`config.mk`:
```
export PLATFORM = sky130hd
export DESIGN_NAME = audio_sample_scheduler
export DESIGN_NICKNAME = d
export VERILOG_FILES = /design/src/rtl/audio_sample_scheduler.sv
export SDC_FILE = /design/constraint.sdc
export NUM_CORES = 1
export LEC_CHECK = 0
export BUFFER_PORTS_ARGS = -buffer_cell sky130_fd_sc_hd__clkbuf_2
export CAP_MARGIN = 5
export CELL_PAD_IN_SITES_DETAIL_PLACEMENT = 1
export CELL_PAD_IN_SITES_GLOBAL_PLACEMENT = 2
export CORE_UTILIZATION = 31
export CTS_CLUSTER_DIAMETER = 60
export DETAILED_ROUTE_END_ITERATION = 8
export PLACE_DENSITY = 0.89
export SLEW_MARGIN = 0
export SYNTH_ARGS = -nofsm -noshare
export SYNTH_HDL_FRONTEND = slang
export SYNTH_SLANG_ARGS = --single-unit
```
`constraint.sdc`:
```
create_clock -name Clk -period 4 [get_ports Clk]
set_input_delay 0.2 -clock Clk [delete_from_list [all_inputs] [get_ports Clk]]
set_output_delay 0.2 -clock Clk [all_outputs]
set_load 0.01 [all_outputs]
```
`src/rtl/audio_sample_scheduler.sv`:
```
// Shares one synchronous sample-ROM port between looping BGM and one active SFX.
// Each codec request fetches BGM then SFX, mixes with saturation and presents the sample.
module audio_sample_scheduler #(
  parameter int unsigned ADDR_W    = 17,
  parameter int unsigned SAMPLE_W  = 16,
  parameter int unsigned SFX_NUM   = 4,
  parameter int unsigned ROM_LAT   = 2,
  parameter int unsigned BGM_START = 0,
  parameter int unsigned BGM_END   = 109799,
  localparam int unsigned ID_W     = (SFX_NUM > 1) ? $clog2(SFX_NUM) : 1
) (
  input  logic                        Clk,
  input  logic                        Reset,
  input  logic                        INIT_FINISH,
  output logic                        INIT,
  input  logic                        data_over,
  input  logic                        bgm_en,
  input  logic [SFX_NUM-1:0]          sfx_trig,
  input  logic [SFX_NUM*ADDR_W-1:0]   sfx_base,
  input  logic [SFX_NUM*ADDR_W-1:0]   sfx_last,
  output logic [ADDR_W-1:0]           rom_addr,
  output logic                        rom_rd,
  input  logic [SAMPLE_W-1:0]         rom_q,
  output logic [SAMPLE_W-1:0]         sample_out,
  output logic                        sample_valid,
  output logic                        sfx_busy,
  output logic [ID_W-1:0]             sfx_id,
  output logic                        overrun
);

  typedef enum logic [2:0] {
    S_WAIT_INIT, S_IDLE, S_RD_BGM, S_WAIT_BGM, S_RD_SFX, S_WAIT_SFX, S_MIX
  } state_t;

  localparam logic [ADDR_W-1:0] BGM_S = ADDR_W'(BGM_START);
  localparam logic [ADDR_W-1:0] BGM_E = ADDR_W'(BGM_END);
  localparam logic [1:0]        LAT_LAST = 2'(ROM_LAT - 1);

  state_t                state, state_n;
  logic [1:0]            lat_cnt;
  logic                  lat_done;
  logic [ADDR_W-1:0]     bgm_ptr, bgm_cur, sfx_ptr, sfx_last_sel, win_base;
  logic [ID_W-1:0]       win_id;
  logic [SFX_NUM-1:0]    pending;
  logic [SAMPLE_W-1:0]   bgm_reg, sfx_reg, bgm_term, mixed;
  logic [SAMPLE_W:0]     sum;

  assign INIT     = 1'b1;
  assign lat_done = (lat_cnt == LAT_LAST);
  assign bgm_cur  = (bgm_ptr > BGM_E) ? BGM_S : bgm_ptr;
  assign sfx_last_sel = sfx_last[int'(sfx_id) * ADDR_W +: ADDR_W];

  // Descending scan so the lowest pending index is the one left standing.
  always_comb begin
    win_id   = '0;
    win_base = '0;
    for (int unsigned i = SFX_NUM; i > 0; i--) begin
      if (pending[i-1]) begin
        win_id   = ID_W'(i - 1);
        win_base = sfx_base[(i-1)*ADDR_W +: ADDR_W];
      end
    end
  end

  always_comb begin
    bgm_term = bgm_en ? bgm_reg : '0;
    sum      = {bgm_term[SAMPLE_W-1], bgm_term} + {sfx_reg[SAMPLE_W-1], sfx_reg};
    mixed    = (sum[SAMPLE_W] != sum[SAMPLE_W-1])
             ? {sum[SAMPLE_W], {(SAMPLE_W-1){~sum[SAMPLE_W]}}}
             : sum[SAMPLE_W-1:0];
  end

  // With no effect playing the SFX read slot is skipped entirely.
  always_comb begin
    state_n  = state;
    rom_rd   = 1'b0;
    rom_addr = bgm_cur;
    case (state)
      S_WAIT_INIT: if (INIT_FINISH) state_n = S_IDLE;
      S_IDLE:      if (data_over) state_n = S_RD_BGM;
      S_RD_BGM: begin
        rom_rd  = 1'b1;
        state_n = S_WAIT_BGM;
      end
      S_WAIT_BGM:  if (lat_done) state_n = sfx_busy ? S_RD_SFX : S_MIX;
      S_RD_SFX: begin
        rom_rd   = 1'b1;
        rom_addr = sfx_ptr;
        state_n  = S_WAIT_SFX;
      end
      S_WAIT_SFX:  if (lat_done) state_n = S_MIX;
      S_MIX:       state_n = S_IDLE;
      default:     state_n = S_WAIT_INIT;
    endcase
  end

  always_ff @(posedge Clk or posedge Reset) begin
    if (Reset) begin
      state        <= S_WAIT_INIT;
      lat_cnt      <= '0;
      bgm_ptr      <= BGM_S;
      sfx_ptr      <= '0;
      bgm_reg      <= '0;
      sfx_reg      <= '0;
      sample_out   <= '0;
      sample_valid <= 1'b0;
      sfx_busy     <= 1'b0;
      sfx_id       <= '0;
      overrun      <= 1'b0;
      pending      <= '0;
    end else begin
      state        <= state_n;
      sample_valid <= 1'b0;

      if ((state == S_WAIT_BGM || state == S_WAIT_SFX) && !lat_done)
        lat_cnt <= lat_cnt + 2'd1;
      else
        lat_cnt <= '0;

      if (data_over && state != S_IDLE)
        overrun <= 1'b1;

      if (state == S_IDLE && |pending) begin
        sfx_ptr  <= win_base;
        sfx_id   <= win_id;
        sfx_busy <= 1'b1;
        pending  <= sfx_trig;
      end else if (state != S_WAIT_INIT) begin
        pending  <= pending | sfx_trig;
      end

      if (state == S_WAIT_BGM && lat_done) begin
        bgm_reg <= rom_q;
        if (!sfx_busy) sfx_reg <= '0;
      end

      if (state == S_WAIT_SFX && lat_done)
        sfx_reg <= rom_q;

      if (state == S_MIX) begin
        sample_out   <= mixed;
        sample_valid <= 1'b1;
        if (bgm_en)
          bgm_ptr <= (bgm_cur == BGM_E) ? BGM_S : bgm_cur + 1'b1;
        if (sfx_busy) begin
          sfx_ptr <= sfx_ptr + 1'b1;
          // ">=" also ends a degenerate range (last < base) after one word.
          if (sfx_ptr >= sfx_last_sel) sfx_busy <= 1'b0;
        end
      end
    end
  end

endmodule

```
==> results by group <==
Outcome
  • Status: finished with violations
  • Failing checks: DRC

Layout
  • Fillcell total: 2,657
  • Share of cells above drive strength 1: 0.287
  • Commonest non-fill, non-tap cell in the layout: clkbuf_2
  • Fin util: 0.389
  • # diodes: 0
  • Biggest regs: bgm_ptr x17, sfx_ptr x17
  • Commonest non-fill, non-tap cells in the layout: clkbuf_2, dfrtp_1, nand2_1, a21oi_1, nor2_1
  • Fin nets: 1,176
  • Layout overhead on the synthesized area: 22.4%

STA
  • Tightest Pin Transition: 0.990 ns
  • Peak Freq: 0.319 GHz
  • Endpoints failing setup: 0
  • Setup total negative slack: 0 ns
  • Final Hold Vio Count: 0
  • Final Skew: 0.00703 ns
  • Final min period: 3.14 ns
  • Fin. max-slew vios: 0
  • Final worst path period share: 0.784
  • WHS: 0.0288 ns
  • Max-Slew Margin vs Limit: 0.337
  • Unrepaired setup endpoints after global routing: false

Power
  • Net Switching: 2.54 mW
  • Leakage: 4.02 nW
  • Logic pwr share: 0.528
  • Seq pwr share: 0.312
  • Internal Power: 3.32 mW
  • Clk network pwr share: 0.160
  • Switching share of power: 0.433
  • Power Density: 685 nW/um^2
  • Max VDD drop: 0.313 mV

Worst setup path
  • Internal reg-to-reg setup slack: 0.86 ns
  • Worst r2r path cells: 12
  • Worst-path maximum fanout: 10
  • FF-to-FF End: bgm_ptr[14]
  • Arr. time, crit path: 3.39 ns
  • Most used cell, CP: and3_1
  • CP endpoint kind: register
  • Critical Path Slowest Stage Cell: dfrtp_1
  • Setup Crit Path Kind: register to register
  • Crit-path cells: nor4b_2 -> nor3b_1 -> a2bb2oi_2 -> and2b_1 -> ha_1 -> and3_1 -> and3_1 -> and4_1 -> and2_1 -> a311oi_1 -> o21ai_0 -> o31ai_1
  • Max incr delay on CP: 0.50 ns
  • Startpoint of the worst-slack reg-to-reg timing path: bgm_ptr[12]
  • CP required: 4.25 ns
  • CP Launch Type: register

Die
  • Die X: 152 um
  • # rows: 54
  • Initial core utilization: 0.318
  • Ports: 201
  • Core area: 22,000 um^2
  • Die H: 152 um
  • Area of the die: 23,100 um^2

Yosys
  • Post-Syn Area: 6980 um^2
  • Post-Syn Instances: 799
  • Synth warn: 0
  • Yosys reg bits: 96
  • Seq/Total Area, Yosys: 0.344
  • Top_reg_cell synth: dfrtp_1
  • Post-synth EDFFs: 0
  • Library cells used by synthesis: 72
  • Syn_nets: 997
  • Post-synthesis async set-or-reset flop share: 1.00
  • Syn_area_per_cell: 8.74 um^2

Placement
  • Hpwl dp: 17,500 um
  • RePlAce Congestion: 0.803
  • IO Port Bufs: 199

Detailed routing
  • Avg WL per Cell: 17.6 um
  • Vias post-DR: 6,799
  • Final ANT Viol Nets: 0
  • TritonRoute pass-1 iters: 7
  • Routed Wire Length: 22,200 um
  • Starting DRC count in detailed routing: 394
  • # DRC: 10
  • Avg Vias per Cell: 5.39

Clock network
  • # hold bufs at CTS: 0
  • Total clock buffers created by CTS: 9
  • Max clock buf depth: 2
  • Post-CTS Setup Bufs: 0
  • CTS clk-pin slew, worst paths: 0.06 ns
  • Num Clock Sinks: 96
  • Clk_lat worst skew: 0.34 ns
  • H-Tree Depth: 3
  • CTS root buf: clkbuf_16
  • Post-CTS sizing: 0
  • TritonCTS clock tree: yes

Global route
  • GRT Util Overall: 0.196
  • Global-route congestion overflow total: 0
  • Vias in the first global route: 6,956
  • Largest net degree at the start of global routing: 73
  • Antenna violations before repair: 0
  • First-pass GRT wire length: 36,500 um

Hold path
  • Hold crit path type: primary input to asynchronous set/reset pin

Job
  • Maxcap violations: 0
[cell usage after synthesis (all sizes together) (12+ instances only)]
library cell	n	area (um^2)
a21o	12	90.1
a21oi	73	369
a22o	17	149
a22oi	17	128
and2	20	128
and3	15	93.8
buf	16	105
clkbuf	30	113
dfrtp	96	2400
ha	36	450
inv	26	97.6
mux2	19	214
mux4	17	383
nand2	89	334
nand3	29	145
nor2	71	269
o21ai	69	349
[through the flow]
step           instance area [um^2]  std cells  setup WS (ns)  power (mW)
2_1_floorplan                  6980        799           1.06        3.99
3_3_place_gp                   8230       1247          0.979        4.83
3_5_place_dp                   8230       1247          0.809        4.94
4_1_cts                        8550       1262          0.883        5.92
5_1_grt                        8550       1262          0.652        6.39
6_report                       8550       1262          0.862        5.86
[cells by family (layout without fill, tap and decap cells)]
logic type	after synthesis	in the layout	share of synthesized area
compound gates	257	257	0.238
xor+xnor	13	13	0.0163
fa+ha+maj	38	38	0.0690
buf+inv	72	255	0.0451
flops	96	96	0.344
mux	37	37	0.0869
other cells	1	1	0.000537
simple gates	285	285	0.200
[layer usage]
metal | track usage | wire length [um]
met5 | 0 | 0
met4 | 0.0510 | 299
met3 | 0.0345 | 1030
met2 | 0.329 | 10800
met1 | 0.260 | 10100
[power groups by stage]
| stage | clock, mW | sequential, mW | combinational, mW |
|---|---|---|---|
| floorplan | 0 | 1.64 | 2.35 |
| global placement | 0 | 1.83 | 3.00 |
| detailed placement | 0 | 1.84 | 3.10 |
| CTS | 0.965 | 1.83 | 3.12 |
| global route | 1.00 | 1.89 | 3.50 |
| finish | 0.939 | 1.83 | 3.09 |
[final cells by class]
| type | count | area, um^2 | area share |
|---|---|---|---|
| clock buffers | 10 | 239 | 0.0280 |
| clock inverters | 5 | 81.3 | 0.00951 |
| inverters | 26 | 100 | 0.0117 |
| multi-input cells | 631 | 4270 | 0.499 |
| flip-flops and latches | 96 | 2400 | 0.281 |
| well taps | 280 | 350 | 0.0410 |
| repair buffers | 214 | 1110 | 0.130 |
[worst max-delay path by stage]
stage / start / to / slack (ns) / cells past startpoint
after floorplan: bgm_ptr[12] / bgm_ptr[14] / 1.06 / 13
after global placement: bgm_en / sample_out[8] / 0.98 / 12
after detailed placement: bgm_en / sample_out[8] / 0.81 / 12
after CTS: bgm_ptr[12] / bgm_ptr[14] / 0.88 / 12
after global routing: bgm_ptr[12] / bgm_ptr[14] / 0.65 / 12
final: bgm_ptr[12] / bgm_ptr[14] / 0.86 / 12
[critical path: cells and delay by family, from the launching register on]
family / cells / cell delay, ns
flip-flops: 1 / 0.50
AO/OA/AOI/OAI: 4 / 0.65
AND/OR/NAND/NOR: 7 / 1.64
adder cells (fa/ha/maj): 1 / 0.26
No activity file was read; power rests on OpenSTA's default activity.
